===== src/rtl/icache_refill_pkg.sv =====
// Shared widths, state encodings and constants for the instruction-cache refill controller.
// The optional REFILL_FORWARD_EN feature is selected in icache_refill.sv.
package icache_refill_pkg;

   localparam int INST_ADDR_W = 32;
   localparam int INST_W      = 32;

   localparam logic [INST_W-1:0] ZERO_WORD = 32'h0000_0000;

   localparam logic [1:0] IDLE  = 2'd0;
   localparam logic [1:0] FETCH = 2'd1;
   localparam logic [1:0] FILL  = 2'd2;

   localparam logic [2:0] INST_BYTES = 3'd4;

endpackage


===== src/rtl/icache_refill_byte_asm.sv =====
// inst_byte_assembler: collects four in-order bytes into a little-endian instruction word.
// word and done already include a byte arriving this cycle so the parent can forward it.
import icache_refill_pkg::*;

module inst_byte_assembler (
   input  logic                clk,
   input  logic                rst,
   input  logic [7:0]          data,
   input  logic                valid,
   input  logic                clear,
   output logic [INST_W-1:0]   word,
   output logic                done
);

   logic [INST_W-1:0] word_buf;
   logic [2:0]        recv_cnt;
   logic              take;
   logic [INST_W-1:0] merged;

   assign take = valid && (recv_cnt < INST_BYTES);

   // Bytes arrive in issue order, so the receive count selects the byte lane.
   always_comb begin
      merged = word_buf;
      if (take) begin
         merged[{recv_cnt[1:0], 3'b000} +: 8] = data;
      end
   end

   always_ff @(posedge clk) begin
      if (rst || clear) begin
         word_buf <= ZERO_WORD;
         recv_cnt <= 3'd0;
      end else if (take) begin
         word_buf <= merged;
         recv_cnt <= recv_cnt + 3'd1;
      end
   end

   assign word = merged;
   assign done = (recv_cnt == INST_BYTES) || (take && (recv_cnt == INST_BYTES - 3'd1));

endmodule


===== src/rtl/icache_refill.sv =====
// Instruction-cache miss handler: hit pass-through, byte-wise refill over the memory port, cache fill.
// Define REFILL_FORWARD_EN to respond in the cycle the last byte arrives instead of a registered FILL.
import icache_refill_pkg::*;

module icache_refill (
   input  logic                     clk,
   input  logic                     rst,
   input  logic                     rdy,
   input  logic                     req_i,
   input  logic [INST_ADDR_W-1:0]   pc_i,
   input  logic                     flush_i,
   output logic                     valid_o,
   output logic [INST_W-1:0]        inst_o,
   output logic [INST_ADDR_W-1:0]   rpc_o,
   input  logic                     hit_i,
   input  logic [INST_W-1:0]        cinst_i,
   output logic                     we_o,
   output logic [INST_ADDR_W-1:0]   wpc_o,
   output logic [INST_W-1:0]        winst_o,
   output logic                     mem_req_o,
   output logic [INST_ADDR_W-1:0]   mem_addr_o,
   input  logic                     mem_gnt_i,
   input  logic [7:0]               mem_data_i
);

   logic [1:0]             state;
   logic [1:0]             next_state;
   logic [INST_ADDR_W-1:0] base;
   logic [2:0]             issue_cnt;
   logic                   pending;
   logic                   live;
   logic                   in_fetch;
   logic                   hit_resp;
   logic                   miss_acc;
   logic                   issue;
   logic                   byte_valid;
   logic                   fill_resp;
   logic [INST_W-1:0]      asm_word;
   logic                   asm_done;

   assign live       = rdy && !rst && !flush_i;
   assign in_fetch   = (state == FETCH);
   assign hit_resp   = live && (state == IDLE) && req_i && hit_i;
   assign miss_acc   = live && (state == IDLE) && req_i && !hit_i;
   assign mem_req_o  = live && in_fetch && (issue_cnt < INST_BYTES);
   assign issue      = mem_req_o && mem_gnt_i;
   // A returning byte is kept even while rdy is low; a flush discards it.
   assign byte_valid = pending && in_fetch && !flush_i;

`ifdef REFILL_FORWARD_EN
   assign fill_resp = live && in_fetch && asm_done;
`else
   assign fill_resp = live && (state == FILL);
`endif

   inst_byte_assembler u_asm (
      .clk   (clk),
      .rst   (rst),
      .data  (mem_data_i),
      .valid (byte_valid),
      .clear (miss_acc),
      .word  (asm_word),
      .done  (asm_done)
   );

   always_comb begin
      next_state = state;
      case (state)
         IDLE:    if (miss_acc) next_state = FETCH;
`ifdef REFILL_FORWARD_EN
         FETCH:   if (asm_done) next_state = IDLE;
`else
         FETCH:   if (asm_done) next_state = FILL;
`endif
         FILL:    next_state = IDLE;
         default: next_state = IDLE;
      endcase
      if (flush_i) next_state = IDLE;
   end

   always_ff @(posedge clk) begin
      if (rst) begin
         state     <= IDLE;
         base      <= ZERO_WORD;
         issue_cnt <= 3'd0;
         pending   <= 1'b0;
      end else begin
         pending <= issue;
         if (rdy) state <= next_state;
         if (miss_acc) begin
            base      <= pc_i;
            issue_cnt <= 3'd0;
         end else if (issue) begin
            issue_cnt <= issue_cnt + 3'd1;
         end
      end
   end

   assign rpc_o      = pc_i;
   assign valid_o    = hit_resp || fill_resp;
   assign we_o       = fill_resp;
   assign inst_o     = hit_resp ? cinst_i : (fill_resp ? asm_word : ZERO_WORD);
   assign wpc_o      = fill_resp ? base : ZERO_WORD;
   assign winst_o    = fill_resp ? asm_word : ZERO_WORD;
   assign mem_addr_o = mem_req_o ? (base + {29'd0, issue_cnt}) : ZERO_WORD;

endmodule


===== config.mk =====
export PLATFORM = sky130hd
export DESIGN_NAME = icache_refill
export DESIGN_NICKNAME = d
export VERILOG_FILES = /design/src/rtl/icache_refill_pkg.sv /design/src/rtl/icache_refill_byte_asm.sv /design/src/rtl/icache_refill.sv
export SDC_FILE = /design/constraint.sdc
export NUM_CORES = 1
export LEC_CHECK = 0
export CORE_ASPECT_RATIO = 0.5
export CORE_MARGIN = 1
export CORE_UTILIZATION = 45
export DETAILED_ROUTE_END_ITERATION = 10
export PLACE_DENSITY = 0.9
export SYNTH_ARGS = -nofsm -noshare
export SYNTH_HDL_FRONTEND = slang
export SYNTH_SLANG_ARGS = --single-unit

===== constraint.sdc =====
create_clock -name clk -period 4.75 [get_ports clk]
set_input_delay 0.7125 -clock clk [delete_from_list [all_inputs] [get_ports clk]]
set_output_delay 0.7125 -clock clk [all_outputs]
set_load 0.02 [all_outputs]

==> results.md, run 1 <==
* Worst Setup SP: rst
* Wire length per cell at 15.8 um
* Worst R2R Start: u_asm.recv_cnt[0]
* Worst IR Drop VDD at ~200 uV
* Antenna Cells at 0
* Max transition margin at approximately a quarter
* DRT Pass-1 Iters at 5
* Hold path depth at 2
* Nets at about 950
* Fillcell total at approximately 790
* Worst R2R Path Depth at 6
* DRT antenna net count at 0
* CTS Buffer Depth at 2
* Die height at roughly 76 um
* # setup viols final at 0
* Clock-pin transition on the worst setup and hold timing paths at 0.05 ns
* Port buffer count at between 200 and 250
* Most frequent cell after synthesis: nand2_1
* Status: complete, no violations
* Post-CTS setup buffers at 0
* Initial DRC Count at around 380
* Total grt overflow at 0
* Top post-synthesis cells by area: dfxtp_1 (30%), nand2_1 (9.0%), mux2i_1 (7.7%)
* Via density at around 5.4
* Asr flop ratio synth at 0%
* Largest net degree at the start of global routing at 42
* Final wirelength at roughly 16 mm
* DP Area at about 7200 um^2
* #FFs+latches synth at 73
* Core area at 10400 um^2
* Power per Cell Area at about 200 nW/um^2
* RSZ-0062 raised after global routing: false
* Cell area after synthesis at ~5000 um^2
* Area Growth Syn to Fin at 51.5%
* Highest fanout seen on the critical path at 15
* Period utilisation layout at about 90%
* Tot GR Track Use at 28.1%
* CTS tree: yes
* Gpl congestion at between 0.8 and 0.9
* Multi-input gate area at 2980 um^2
* Worst Path Class, Setup: input port to output port
* Synth Warn # at 0
* Residual DRC at 0
* Mean area per synthesized cell at 7.28 um^2
* CTS Root Cell: clkbuf_16
* Min-Delay Endpoint: base[0]
* Register Area at 1460 um^2
* Post-route cell area at 7480 um^2
* Starting density of the core at 47.3%
* Critical Path RT at about 4.0 ns
* Commonest cells in the netlist: nand2_1 (118), nor2_1 (88), dfxtp_1 (73)
* PnR worst setup slack at around 0.57 ns
* Ys flop type: dfxtp_1
* Number of flops mapped to enable cells by yosys at 0
* IO Count at 242
* Worst Path Arrival at 3.46 ns
* Clock sink total at 73
* WHS at 0.473 ns
* Post-layout util at 71.6%
* Later-pin clock latency in the skew report at 0.35 ns
* Setup crit end kind: output port
* Reg2reg end: u_asm.word_buf[23]
* Max-cap violations at 0
* Kind of start point of the critical path: input port
* Number of global-route vias before repair at approximately 5300
* CTS Buf Count at 9
* Reg-to-reg setup timing slack at around 2.3 ns
* Setup Skew at 0.00735 ns
* Static Leak at between 2 and 3 nW
* Fin. max-slew vios at 0
* Die Span X at around 150 um
* Cts repair resizes at 0
* Worst-Margin Slew at approximately 1.1 ns
* Via Count at ~5500
* Area share of the largest cell type after synthesis at 29.6%
* DIE AREA at roughly 11000 um^2
* Worst Hold Launch: base[0]
* Initial antenna violation count at 0
* Share of layout cells above drive strength 1 at between 4 and 5%
* Rows at 26
* Hold violation total from the final report at 0
* CTS H-tree depth at 3
* Fin Setup TNS at 0 ns
* Post-DP HPWL at 11.5 mm
* Hold/Removal Path Class: flop to flop
* First-pass GRT wire length at roughly 26 mm
* Mapped Nets at roughly 770
* Post-Syn Instances at a little under 700
* Post-layout min period at ~4.2 ns
* Post-place setup slack at between 0.7 and 0.8 ns
* Synth unique cells at 54
* Fmax at 239 MHz
* Post-CTS Hold Buffers at 0
* Post-synthesis sequential area ratio at between 20 and 30%
* Leading area contributor after synthesis: dfxtp_1
==> power breakdown <==
group	leakage (nW)	internal (mW)	switching, mW
logic	1.80	0.0963	0.0734
clock network	0.150	0.424	0.267
registers	0.588	0.616	0.00580
==> worst max path at each step <==
stage | slack [ns] | to | cells after the start
2_1_floorplan | 1.76 | mem_addr_o[20] | 7
3_3_place_gp | 0.84 | mem_addr_o[22] | 7
3_5_place_dp | 0.74 | mem_addr_o[25] | 7
4_1_cts | 0.62 | mem_addr_o[28] | 8
5_1_grt | 0.35 | inst_o[10] | 7
6_report | 0.57 | mem_addr_o[25] | 7
==> logic make-up (layout without fill, tap and decap cells) <==
group / after synthesis / after routing / synth area share, %
simple gates: 340 / 340 / 34.4
compound gates: 112 / 112 / 13.1
buf+inv: 93 / 282 / 10.3
flops: 73 / 73 / 29.6
mux: 38 / 38 / 7.70
fa+ha+maj: 11 / 11 / 2.94
xor+xnor: 11 / 11 / 1.95
==> sequential cells by signal, summed over array words and instances (netlist names) <==
| register | count |
|---|---|
| issue_cnt | 3 |
| u_asm.recv_cnt | 3 |
| pending | 1 |
| base | 32 |
| u_asm.word_buf | 32 |
| state | 2 |
==> layout make-up <==
type                            instances  share of cell area, %
Clock buffer                           11                   3.24
Clock inverter                          5                  0.870
Inverter                               14                  0.702
Multi-Input combinational cell        512                   39.8
Sequential cell                        73                   19.5
Tap cell                              140                   2.34
Timing Repair Buffer                  252                   33.5
==> cell usage in the layout (no fill, tap or decap), types with 7 or more instances in the layout <==
cell and n:
nand2_1 117, inv_1 13, clkbuf_16 9, nor3b_1 7
dfxtp_1 73, and2_1 36, or3_1 9, and3_1 28
ha_1 10, clkdlybuf4s50_1 241, a21oi_1 50, nor2_1 88
o21ai_0 38, o31ai_1 10, or4_1 10, nand3_1 8
buf_4 10, mux2i_1 38, xor2_1 7
==> layer usage <==
layer | up-vias | wire length, um | global-route usage [%] | share of wire [%]
met5 | - | 0 | 0 | 0
met4 | 0 | 412 | 10.3 | 2.6
met3 | 38 | 860 | 5.81 | 5.4
met2 | 206 | 7990 | 50.2 | 50
met1 | 2561 | 6600 | 33.0 | 42
li1 | 2646 | - | - | -
==> metrics by stage <==
step | power [mW] | std cells
2_1_floorplan | 0.707 | 678
3_3_place_gp | 0.801 | 991
3_5_place_dp | 0.803 | 991
4_1_cts | 1.49 | 1007
5_1_grt | 1.52 | 1007
6_report | 1.48 | 1007
==> critical path, cell delays in order <==
cell             delay (ns)
clkdlybuf4s50_1        0.55
or3b_1                 0.49
or2_1                  0.45
inv_2                  0.27
nand2_1                0.12
mux2i_1                0.22
clkdlybuf4s50_1        0.65
Power figures use the tool's default switching activity.
==> inputs of run 2 (changes only) <==
Settings changed: CORE_UTILIZATION 45 to 37, GPL_ROUTABILITY_DRIVEN set to 0, HOLD_SLACK_MARGIN set to 0.08, PLACE_DENSITY 0.9 to 0.76.
==> results.md, run 2 (synthesis results as in run 1) <==
* Status: complete, but fails checks
* Failing checks: DRC
* Post-route cell area at about 7500 um^2
* Power per Cell Area at approximately 190 nW/um^2
* Worst Path Arrival at 3.48 ns
* Final wirelength at around 16 mm
* Later-pin clock latency in the skew report at between 0.3 and 0.4 ns
* DP Area at between 7000 and 8000 um^2
* Die height at between 80 and 90 um
* Area Growth Syn to Fin at 51.6%
* Via density at around 5.2
* Post-DP HPWL at 11.7 mm
* Wire length per cell at roughly 15 um
* Cts repair resizes at 0
* Largest net degree at the start of global routing at 66
* Total power at about 1.4 mW
* IO Count at approximately 240
* RSZ-0062 raised after global routing: false
* Worst R2R Start: u_asm.recv_cnt[0]
* Most common cell after layout, fill and taps aside: clkdlybuf4s50_1
* Core area at about 13000 um^2
* DRT antenna net count at 0
* Kind of start point of the critical path: flop
* Die Span X at around 170 um
* Nets at between 900 and 1000
* Post-CTS Hold Buffers at 0
* DRT Pass-1 Iters at 8
* CTS tree: yes
* CTS Buffer Depth at 2
* Initial DRC Count at 260
* Comb power frac at 11.7%
* Most frequent cells in the layout: clkdlybuf4s50_1 (241), nand2_1 (117), nor2_1 (88)
* Power Internal at 1.07 mW
* Top Registers: base: 32 flops, u_asm.word_buf: 32 flops
* Static Leak at 2.52 nW
* Fmax at 239 MHz
* WHS at 0.478 ns
* CTS Buf Count at 9
* Clk pwr share at approximately 45%
* Setup crit end kind: output port
* Tot GR Track Use at ~22%
* Number of global-route vias before repair at slightly below 5000
* Hold/Removal Path Class: flop to flop
* Clock sink total at 73
* Psw at roughly 360 uW
* Highest fanout seen on the critical path at 18
* Via Count at around 5300
* Initial antenna violation count at 0
* CTS H-tree depth at 3
* Total grt overflow at 0
* Worst Path Class, Setup: flop to output port
* Worst Setup SP: issue_cnt[0]
* Residual DRC at 18
* Post-CTS setup buffers at 0
* Layout Cells excl Fill at between 1000 and 1500
* Worst Hold Launch: base[0]
* Hold violation total from the final report at 0
* Port buffer count at between 200 and 250
* Inst Count DP at 1020
* Clock-pin transition on the worst setup and hold timing paths at 0.06 ns
* Starting density of the core at between 30% and 40%
* Setup Skew at ~0.0085 ns
* Worst IR Drop VDD at roughly 160 uV
* Post-layout min period at 4.19 ns
* Max transition margin at a little over a quarter
* First-pass GRT wire length at around 25 mm
* # setup viols final at 0
* Fin Setup TNS at 0 ns
* Rows at 29
* Critical Path RT at around 4 ns
* Reg power frac at between 40% and 50%
* CTS Root Cell: clkbuf_16
* Share of layout cells above drive strength 1 at about 4.2%
* DIE AREA at between 10000 and 15000 um^2
* Antenna Cells at 0
* Worst-Margin Slew at between 1 and 1.5 ns
* Fin. max-slew vios at 0
* Period utilisation layout at 88.2%
* Max-cap violations at 0
* Sw Ratio at between 20 and 30%
[run 2: cell count changes in the layout (fill, tap and decap cells not counted), sizes merged]
cell,before,now
buf,11,10
bufinv,1,0
clkbuf,11,10
clkinv,4,3
clkinvlp,0,1
inv,14,16
[run 2: power by group through the flow]
stage	logic, mW	clock network (mW)	registers [mW]
finish	0.168	0.640	0.622
CTS	0.169	0.649	0.621
detailed placement	0.168	0	0.635
global placement	0.167	0	0.635
global route	0.179	0.679	0.622
floorplan	0.0742	0	0.633
[run 2: stage by stage]
step	util (%)	setup WS [ns]
4_1_cts	58.3	0.554
6_report	58.3	0.562
3_5_place_dp	56.1	0.775
5_1_grt	58.3	0.320
2_1_floorplan	-	1.76
3_3_place_gp	56.1	0.822
[run 2: path summary, 6_finish.rpt]
check                  endpoint  slack [ns]  depth (start not counted)
max              mem_addr_o[20]        0.56                          8
min                     base[0]        0.48                          2
max reg2reg  u_asm.word_buf[28]        2.29                          6
min reg2reg             base[0]        0.48                          2
[run 2: critical path: stages (launching register included)]
cell	delay (ns)
dfxtp_1	0.38
ha_1	0.21
inv_1	0.06
fa_1	0.36
and2b_1	0.41
o2111ai_4	0.28
or4_1	0.57
a21oi_1	0.22
clkdlybuf4s50_1	0.64
[run 2: layout make-up]
class / count / area, um^2
Fill cell: 1159 / 5360
Multi-Input combinational cell: 512 / 2980
Clock buffer: 10 / 229
Tap cell: 170 / 213
Inverter: 14 / 52.6
Sequential cell: 73 / 1460
Timing Repair Buffer: 251 / 2500
Clock inverter: 6 / 51.3
[run 2: layer usage]
metal | wire, um | GRT usage, % | share of wire [%]
met5 | 0 | 0 | 0
met4 | 284 | 5.87 | 1.8
met3 | 1120 | 5.66 | 7.1
met2 | 7420 | 37.4 | 47
met1 | 6880 | 28.5 | 44
==> inputs of run 3 (changes only) <==
Settings changed: CTS_CLUSTER_DIAMETER set to 80.
==> results of run 3 <==
Final layout, timing and power as in run 2 (identical DEF).
